File: src/rtl/mux_4_2_arbiter_if.sv
// Bundle of the request/data/grant signals shared between the request
// sources and the round-robin arbiter that owns the shared 2-bit mux.
interface mux_4_2_arbiter_if;
  logic [3:0] req;
  logic [1:0] I0;
  logic [1:0] I1;
  logic [1:0] I2;
  logic [1:0] I3;
  logic [3:0] gnt;
  logic [1:0] sel;
  logic [1:0] Y;
  logic       valid;
  logic       last;

  // Request sources drive requests and data, observe grant and output.
  modport master (
    output req, I0, I1, I2, I3,
    input  gnt, sel, Y, valid, last
  );

  // The arbiter samples requests and data, drives grant and output.
  modport slave (
    input  req, I0, I1, I2, I3,
    output gnt, sel, Y, valid, last
  );
endinterface

File: src/rtl/mux_4_2_arbiter.sv
// Round-robin arbiter sharing one 4:1 x 2-bit mux among four requesters.
// Each grant lasts at most HOLD cycles; handover between requesters has no
// idle bubble, and the previous owner always has the lowest priority.
//
// state | meaning
// IDLE  | no grant outstanding, waiting for any request
// BUSY  | requester sel owns the mux output, cnt cycles remain after this one

module mux_4_2 (
  input  logic [1:0] I0,
  input  logic [1:0] I1,
  input  logic [1:0] I2,
  input  logic [1:0] I3,
  input  logic [1:0] S,
  output logic [1:0] Y
);
  // Plain 4:1 selection of the 2-bit inputs.
  always_comb begin
    case (S)
      2'd0:    Y = I0;
      2'd1:    Y = I1;
      2'd2:    Y = I2;
      default: Y = I3;
    endcase
  end
endmodule

module mux_4_2_arbiter #(
  parameter int HOLD = 4
) (
  input logic clk,
  input logic rst,
  mux_4_2_arbiter_if.slave bus
);
  localparam logic [0:0] IDLE = 1'b0;
  localparam logic [0:0] BUSY = 1'b1;
  localparam logic [7:0] RELOAD = 8'(HOLD - 1);

  logic [0:0] state;
  logic [1:0] ptr;
  logic [7:0] cnt;
  logic [3:0] gnt;
  logic [1:0] sel;
  logic       valid;
  logic       last;

  logic [1:0] base;
  logic [1:0] win;
  logic [1:0] idx;
  logic       found;
  logic       any_req;
  logic       grant_end;
  logic [1:0] y_mux;

  // At the end of a grant the owner becomes the last-served index in the
  // same edge, so the scan starts after sel rather than the stale ptr.
  assign base      = (state == BUSY) ? sel : ptr;
  assign any_req   = |bus.req;
  assign grant_end = (state == BUSY) && (!bus.req[sel] || cnt == 8'd0);

  // Rotating priority scan: base+1 first, base itself last.
  always_comb begin
    win   = base;
    idx   = base;
    found = 1'b0;
    for (int i = 1; i <= 4; i++) begin
      idx = base + 2'(i);
      if (!found && bus.req[idx]) begin
        win   = idx;
        found = 1'b1;
      end
    end
  end

  // Grant sequencing, slot timer and registered outputs.
  always_ff @(posedge clk or posedge rst) begin
    if (rst) begin
      state <= IDLE;
      ptr   <= 2'd3;
      cnt   <= 8'd0;
      gnt   <= 4'b0000;
      sel   <= 2'd0;
      valid <= 1'b0;
      last  <= 1'b0;
    end else if (state == IDLE || grant_end) begin
      if (state == BUSY) ptr <= sel;
      if (any_req) begin
        state <= BUSY;
        sel   <= win;
        gnt   <= 4'b0001 << win;
        cnt   <= RELOAD;
        valid <= 1'b1;
        last  <= (RELOAD == 8'd0);
      end else begin
        state <= IDLE;
        gnt   <= 4'b0000;
        cnt   <= 8'd0;
        valid <= 1'b0;
        last  <= 1'b0;
      end
    end else begin
      cnt  <= cnt - 8'd1;
      last <= (cnt == 8'd1);
    end
  end

  mux_4_2 u_mux (
    .I0 (bus.I0),
    .I1 (bus.I1),
    .I2 (bus.I2),
    .I3 (bus.I3),
    .S  (sel),
    .Y  (y_mux)
  );

  assign bus.gnt   = gnt;
  assign bus.sel   = sel;
  assign bus.valid = valid;
  assign bus.last  = last;
  assign bus.Y     = y_mux;
endmodule

File: src/flat_wrapper.sv
// flat-port wrapper written by rule: the top's interface ports become plain ports
module mux_4_2_arbiter_flat 
#(
  parameter int HOLD = 4
)
  (clk, rst, bus_req, bus_I0, bus_I1, bus_I2, bus_I3, bus_gnt, bus_sel, bus_Y, bus_valid, bus_last);
  mux_4_2_arbiter_if bus_i ();
  input logic clk;
  input logic rst;
  input wire logic [$bits(bus_i.req)-1:0] bus_req;
  input wire logic [$bits(bus_i.I0)-1:0] bus_I0;
  input wire logic [$bits(bus_i.I1)-1:0] bus_I1;
  input wire logic [$bits(bus_i.I2)-1:0] bus_I2;
  input wire logic [$bits(bus_i.I3)-1:0] bus_I3;
  output wire logic [$bits(bus_i.gnt)-1:0] bus_gnt;
  output wire logic [$bits(bus_i.sel)-1:0] bus_sel;
  output wire logic [$bits(bus_i.Y)-1:0] bus_Y;
  output wire logic [$bits(bus_i.valid)-1:0] bus_valid;
  output wire logic [$bits(bus_i.last)-1:0] bus_last;
  assign bus_i.req = bus_req;
  assign bus_i.I0 = bus_I0;
  assign bus_i.I1 = bus_I1;
  assign bus_i.I2 = bus_I2;
  assign bus_i.I3 = bus_I3;
  assign bus_gnt = bus_i.gnt;
  assign bus_sel = bus_i.sel;
  assign bus_Y = bus_i.Y;
  assign bus_valid = bus_i.valid;
  assign bus_last = bus_i.last;
  mux_4_2_arbiter #(.HOLD(HOLD)) u_core (.clk(clk), .rst(rst), .bus(bus_i));
endmodule
File: config.mk
export PLATFORM = sky130hd
export DESIGN_NAME = mux_4_2_arbiter_flat
export DESIGN_NICKNAME = d
export VERILOG_FILES = /design/src/rtl/mux_4_2_arbiter_if.sv /design/src/rtl/mux_4_2_arbiter.sv /design/src/flat_wrapper.sv
export SDC_FILE = /design/constraint.sdc
export NUM_CORES = 1
export LEC_CHECK = 0
export CORE_MARGIN = 2
export CORE_UTILIZATION = 50
export CTS_CLUSTER_SIZE = 28
export DETAILED_ROUTE_END_ITERATION = 12
export PLACE_DENSITY = 0.89
export SKIP_LAST_GASP = 1
export SLEW_MARGIN = 40
export SYNTH_ARGS = -nofsm -noshare
export SYNTH_HDL_FRONTEND = slang
export SYNTH_SLANG_ARGS = --single-unit
File: constraint.sdc
create_clock -name clk -period 4.8 [get_ports clk]
set_input_delay 0.72 -clock clk [delete_from_list [all_inputs] [get_ports clk]]
set_output_delay 0.72 -clock clk [all_outputs]
set_load 0.01 [all_outputs]
### Word-level counts from Yosys, hierarchy flattened

Cells that the tools add are included.

* multipliers: 0
* bitwise logic cells: 1
* reduce and logical (&&, ||, !) cells: 14
* $add $sub $neg: 4
* divide/modulo/power cells: 0
* equal/unequal tests: 3
* order comparisons: 5
* shift operators: 1
* mux-type cells: 24

Operators by type and width (count)
* < comparator 2 x 3 -> 1 bit, second input constant: 5
* 2-to-1 mux 2 bit: 6
* binary-select mux 1 bit (select 2 bit): 5
* 2-to-1 mux 1 bit: 10
* equality test 8 x 1 -> 1 bit, second input constant: 1
* zero test 8 bit: 1
* 2-to-1 mux 8 bit: 1
* subtractor 8 x 1 -> 8 bit, second input constant: 1
* case mux 2 bit (3 select lines): 1
* adder 2 bit, second input constant: 2
* logical AND 1 bit: 4
* zero test 1 bit: 4
* 2-to-1 mux 4 bit: 1
* OR reduction 4 bit: 1
* << shifter 1 x 2 -> 4 bit, first input constant: 1
* adder 2 x 1 -> 2 bit, second input constant: 1
* equality test 2 x 1 -> 1 bit, second input constant: 1
* equality test 2 bit, second input constant: 1
* zero test 2 bit: 1
* logical OR 1 bit: 2
* AND reduction 2 bit: 1
* NOT 1 bit: 1

* bits of input ports: 14
* output and inout port bits: 10
* memories: 0
* RAM bits: 0
* bits in latches: 0
* ROM bits: 0
* word-level logic and storage cells: 58
* register bits after elaboration: 18

### Longest topological paths before layout

* depth after elaboration: 16
* mapped depth: 7
* depth with buffers taken out: 6

### Cells and area by module

A second synthesis with hierarchy kept.

* cell total of the unflattened synthesis: 88
* area total of the unflattened synthesis: 991.0 um^2

Modules (own cells, without submodules)
* mux_4_2_arbiter: cells an instance 86, instances 1, area an instance 938.4 um^2, sequential area each 452.9 um^2
* mux_4_2: cells an instance 2, instances 1, area an instance 52.6 um^2, sequential area each 0.0 um^2

### Least setup slack after synthesis

No wires, ideal clock.

* kind: input port to output port
* from: in bus_I3[0]
* to: out bus_Y[0]
* stages: 1
* required time: 4.080 ns
* buffers on the path: 0
* path slack: 2.877 ns
* arrival time: 1.203 ns
* cells stage by stage: mux4_2

* longest elaborated chain between the ends: 1

Ends and longest elaborated chain
* from (decl): RTL line flat_wrapper.sv:14 `input wire logic [$bits(bus_i.I3)-1:0] bus_I3;`
* case mux 2 bit (3 select lines): RTL line mux_4_2_arbiter.sv:19 `case (S)`
* to (decl): RTL line flat_wrapper.sv:17 `output wire logic [$bits(bus_i.Y)-1:0] bus_Y;`

No other way between the ends.

### Worst setup path in the final report

* from: in bus_I3[1]
* to: out bus_Y[1]

The elaborated chain is that of the path after synthesis.

==> flow_metrics.tcl <==
set metrics [dict create \
    cp_max_fo 1 \
    cts_buffer_depth 2 \
    grt_util_all_layers_pct 19.83 \
    drtIter0Drc 19 \
    hpwl_mm 1.471 \
    ant_nets 0 \
    final_cells 138 \
    min_period_ns 2.828 \
    dp.cells 134 \
    synth_top_area_share_pct 41.34 \
    port_buffers 23 \
    synth_area_leaders "dfrtp_1 41%, mux4_2 7.0%, dfstp_2 5.4%" \
    synth_top_flop_cell "dfrtp_1" \
    antenna_cells 0 \
    rsz0062_at_grt "no" \
    core_area_sq_mm 0.001783 \
    tns_ns 0 \
    hold_viol_final 0 \
    r2r.worst_path.cells 6 \
    synthCells 88 \
    vias_per_cell 5.645 \
    hold_buffers 0 \
    tightest_slew_ns 0.7766 \
    end_kind "primary output" \
    async_flop_share_pct 100.0 \
    post-route-period-util_pct 58.91 \
    die-area_sq_mm 0.002305 \
    cts_num_sinks 18 \
    fmax_mhz 353.6 \
    syn-cell-area_sq_um 968.4 \
    yosysTopAreaCell "dfrtp_1" \
    synth_fp_nets 105 \
    crit_required_ns 4.08 \
    slowest_stage "clkdlybuf4s50_1" \
    arrival_ns 2.11 \
    grt_pass1_vias 751 \
    min_path_cells 2 \
    drt-pass1-iter-count 4 \
    numCtsBuffers 3 \
    finalSetupViolations 0 \
    clock_skew_ns 0.01012 \
    crit_top_cell "clkdlybuf4s50_1" \
    grt_max_degree 19 \
    fp-row-count 15 \
    cts_tree "built" \
    leakage_nw 0.5294 \
    gp_congestion 0.7707 \
    seq_area_frac_synth_pct 46.77 \
    yosysWarnings 0 \
    max_stage_delay_ns 0.50 \
    antenna_found_initial 0 \
    status "finished clean" \
    swShare_pct 39.20 \
    synth_cell_types 33 \
    initial_utilization_pct 54.32 \
    num_vias 779 \
    clk_transition_reported_paths_ns 0.10 \
    power_switching_mw 0.2804 \
    wirelength_mm 1.954 \
    pwr-share-clk_pct 10.6 \
    grt_pass1_wl_mm 3.153 \
    pwr-share-seq_pct 38.1 \
    drc 0 \
    hold_path.class "flip-flop to flip-flop" \
    ys_seq_elements 18 \
    insertion_delay_ns 0.29 \
    cts_setup_buffers 0 \
    cap_violations 0 \
    crit_path_start_kind "input port" \
    final_nets 131 \
    slew_headroom_pct 48.00 \
    clockRootBuffer "clkbuf_4" \
    ir_drop_uv 354.0 \
    syn-mean-instance-area_sq_um 11.00 \
    drt-wirelength-per-cell_microns 14.16 \
    post_cts_resized 0 \
    power_density_mw_per_mm2 576.9 \
    pin_count 24 \
    p_int_mw 0.4349 \
    critPathKind "input port to primary output" \
    grt_overflow 0 \
    die_width_microns 48.01 \
    path_cells "clkdlybuf4s50_1 -> mux4_2 -> clkdlybuf4s50_1" \
    area_growth_syn_to_layout_pct 28.04 \
    die_h_microns 48.01 \
    combPwrFrac_pct 51.2 \
    synth_edf_count 0 \
    final_max_slew_viol_count 0 \
    final_common_cell "clkdlybuf4s50_1" \
    ctsHtreeMaxLevel 1 \
    layout_common_cells "23 x clkdlybuf4s50_1, 16 x dfrtp_1, 10 x nor2_1, 7 x o21ai_0" \
    drive_gt1_share_pct 12.39 \
]
-- worst paths after layout --
kind / start / to / slack [ns]
max in group asynchronous: rst / u_core.cnt[6] / 3.58
worst max register to register: u_core.cnt[0] / u_core.bus.gnt[1] / 2.38
worst max-delay path: bus_I3[1] / bus_Y[1] / 1.97
worst min register to register: u_core.bus.gnt[1] / u_core.bus.gnt[1] / 0.50
min in group asynchronous: rst / u_core.bus.gnt[1] / 0.80
worst min-delay path: u_core.bus.gnt[1] / u_core.bus.gnt[1] / 0.50
-- power groups by stage --
| stage | Clock (mW) | Sequential, mW | Combinational, mW |
|---|---|---|---|
| floorplan | 0 | 0.271 | 0.251 |
| global placement | 0 | 0.270 | 0.351 |
| detailed placement | 0 | 0.274 | 0.366 |
| CTS | 0.0801 | 0.272 | 0.368 |
| global route | 0.0873 | 0.278 | 0.403 |
| finish | 0.0760 | 0.273 | 0.366 |
-- final cells by class --
class | instances | area, sq um
multi-input combinational | 62 | 476.7
tap | 25 | 31.28
inverter | 6 | 22.52
fill | 140 | 543.0
clock buffer | 4 | 26.28
timing repair buffer | 23 | 230.2
sequential | 18 | 452.9
-- critical path, delay by kind of cell --
kind | cells | cell delay (ns)
buf+inv | 2 | 0.92
mux | 1 | 0.47
-- registers in the layout (all words and copies together) (netlist names) --
register and cells:
u_core.ptr 2, u_core.bus.valid 1, u_core.bus.sel 2, u_core.bus.gnt 4
u_core.cnt 8, u_core.bus.last 1
-- routing by layer --
layer | up-vias | track usage, % | wire [microns]
li1 | 372 | - | -
met1 | 378 | 25.42 | 845
met2 | 25 | 32.00 | 996
met3 | 4 | 7.547 | 87
met4 | 0 | 4.324 | 25
met5 | - | 0 | 0
-- metrics by stage --
step / setup WS (ns) / util [%] / instance area [sq um] / total power, mW / hold slack [ns]
2_1_floorplan: 2.877 / - / 968.4 / 0.5221 / 0.4812
3_3_place_gp: 2.028 / 68.07 / 1214 / 0.6213 / 0.4676
3_5_place_dp: 1.985 / 68.07 / 1214 / 0.6401 / 0.4810
4_1_cts: 1.982 / 69.54 / 1240 / 0.7204 / 0.5104
5_1_grt: 1.954 / 69.54 / 1240 / 0.7688 / 0.5322
6_report: 1.972 / 69.54 / 1240 / 0.7153 / 0.5026
-- cells in the mapped netlist (2+ instances only) --
cell     count
dfrtp_1     16
nor2_1      10
o21ai_0      7
a21oi_1      6
inv_1        6
ha_1         3
mux4_2       3
nand2_1      3
o31ai_1      3
xnor2_1      3
a32o_1       2
and3_1       2
dfstp_2      2
mux2i_1      2
or3_1        2
-- cells by family (layout without fill, tap and decap cells) --
logic type	count (synthesis)	count (layout)	share of synthesized area [%]
AOI/OAI and AO/OA	24	24	16.80
xor gates and xnor gates	4	4	3.618
DFF	18	18	46.77
adders and majority gates	3	3	3.876
and+or+nand+nor	25	25	14.73
buffers and inverters	8	33	4.004
muxes	6	6	10.21
Note: power is estimated with default switching activity, not from simulation.
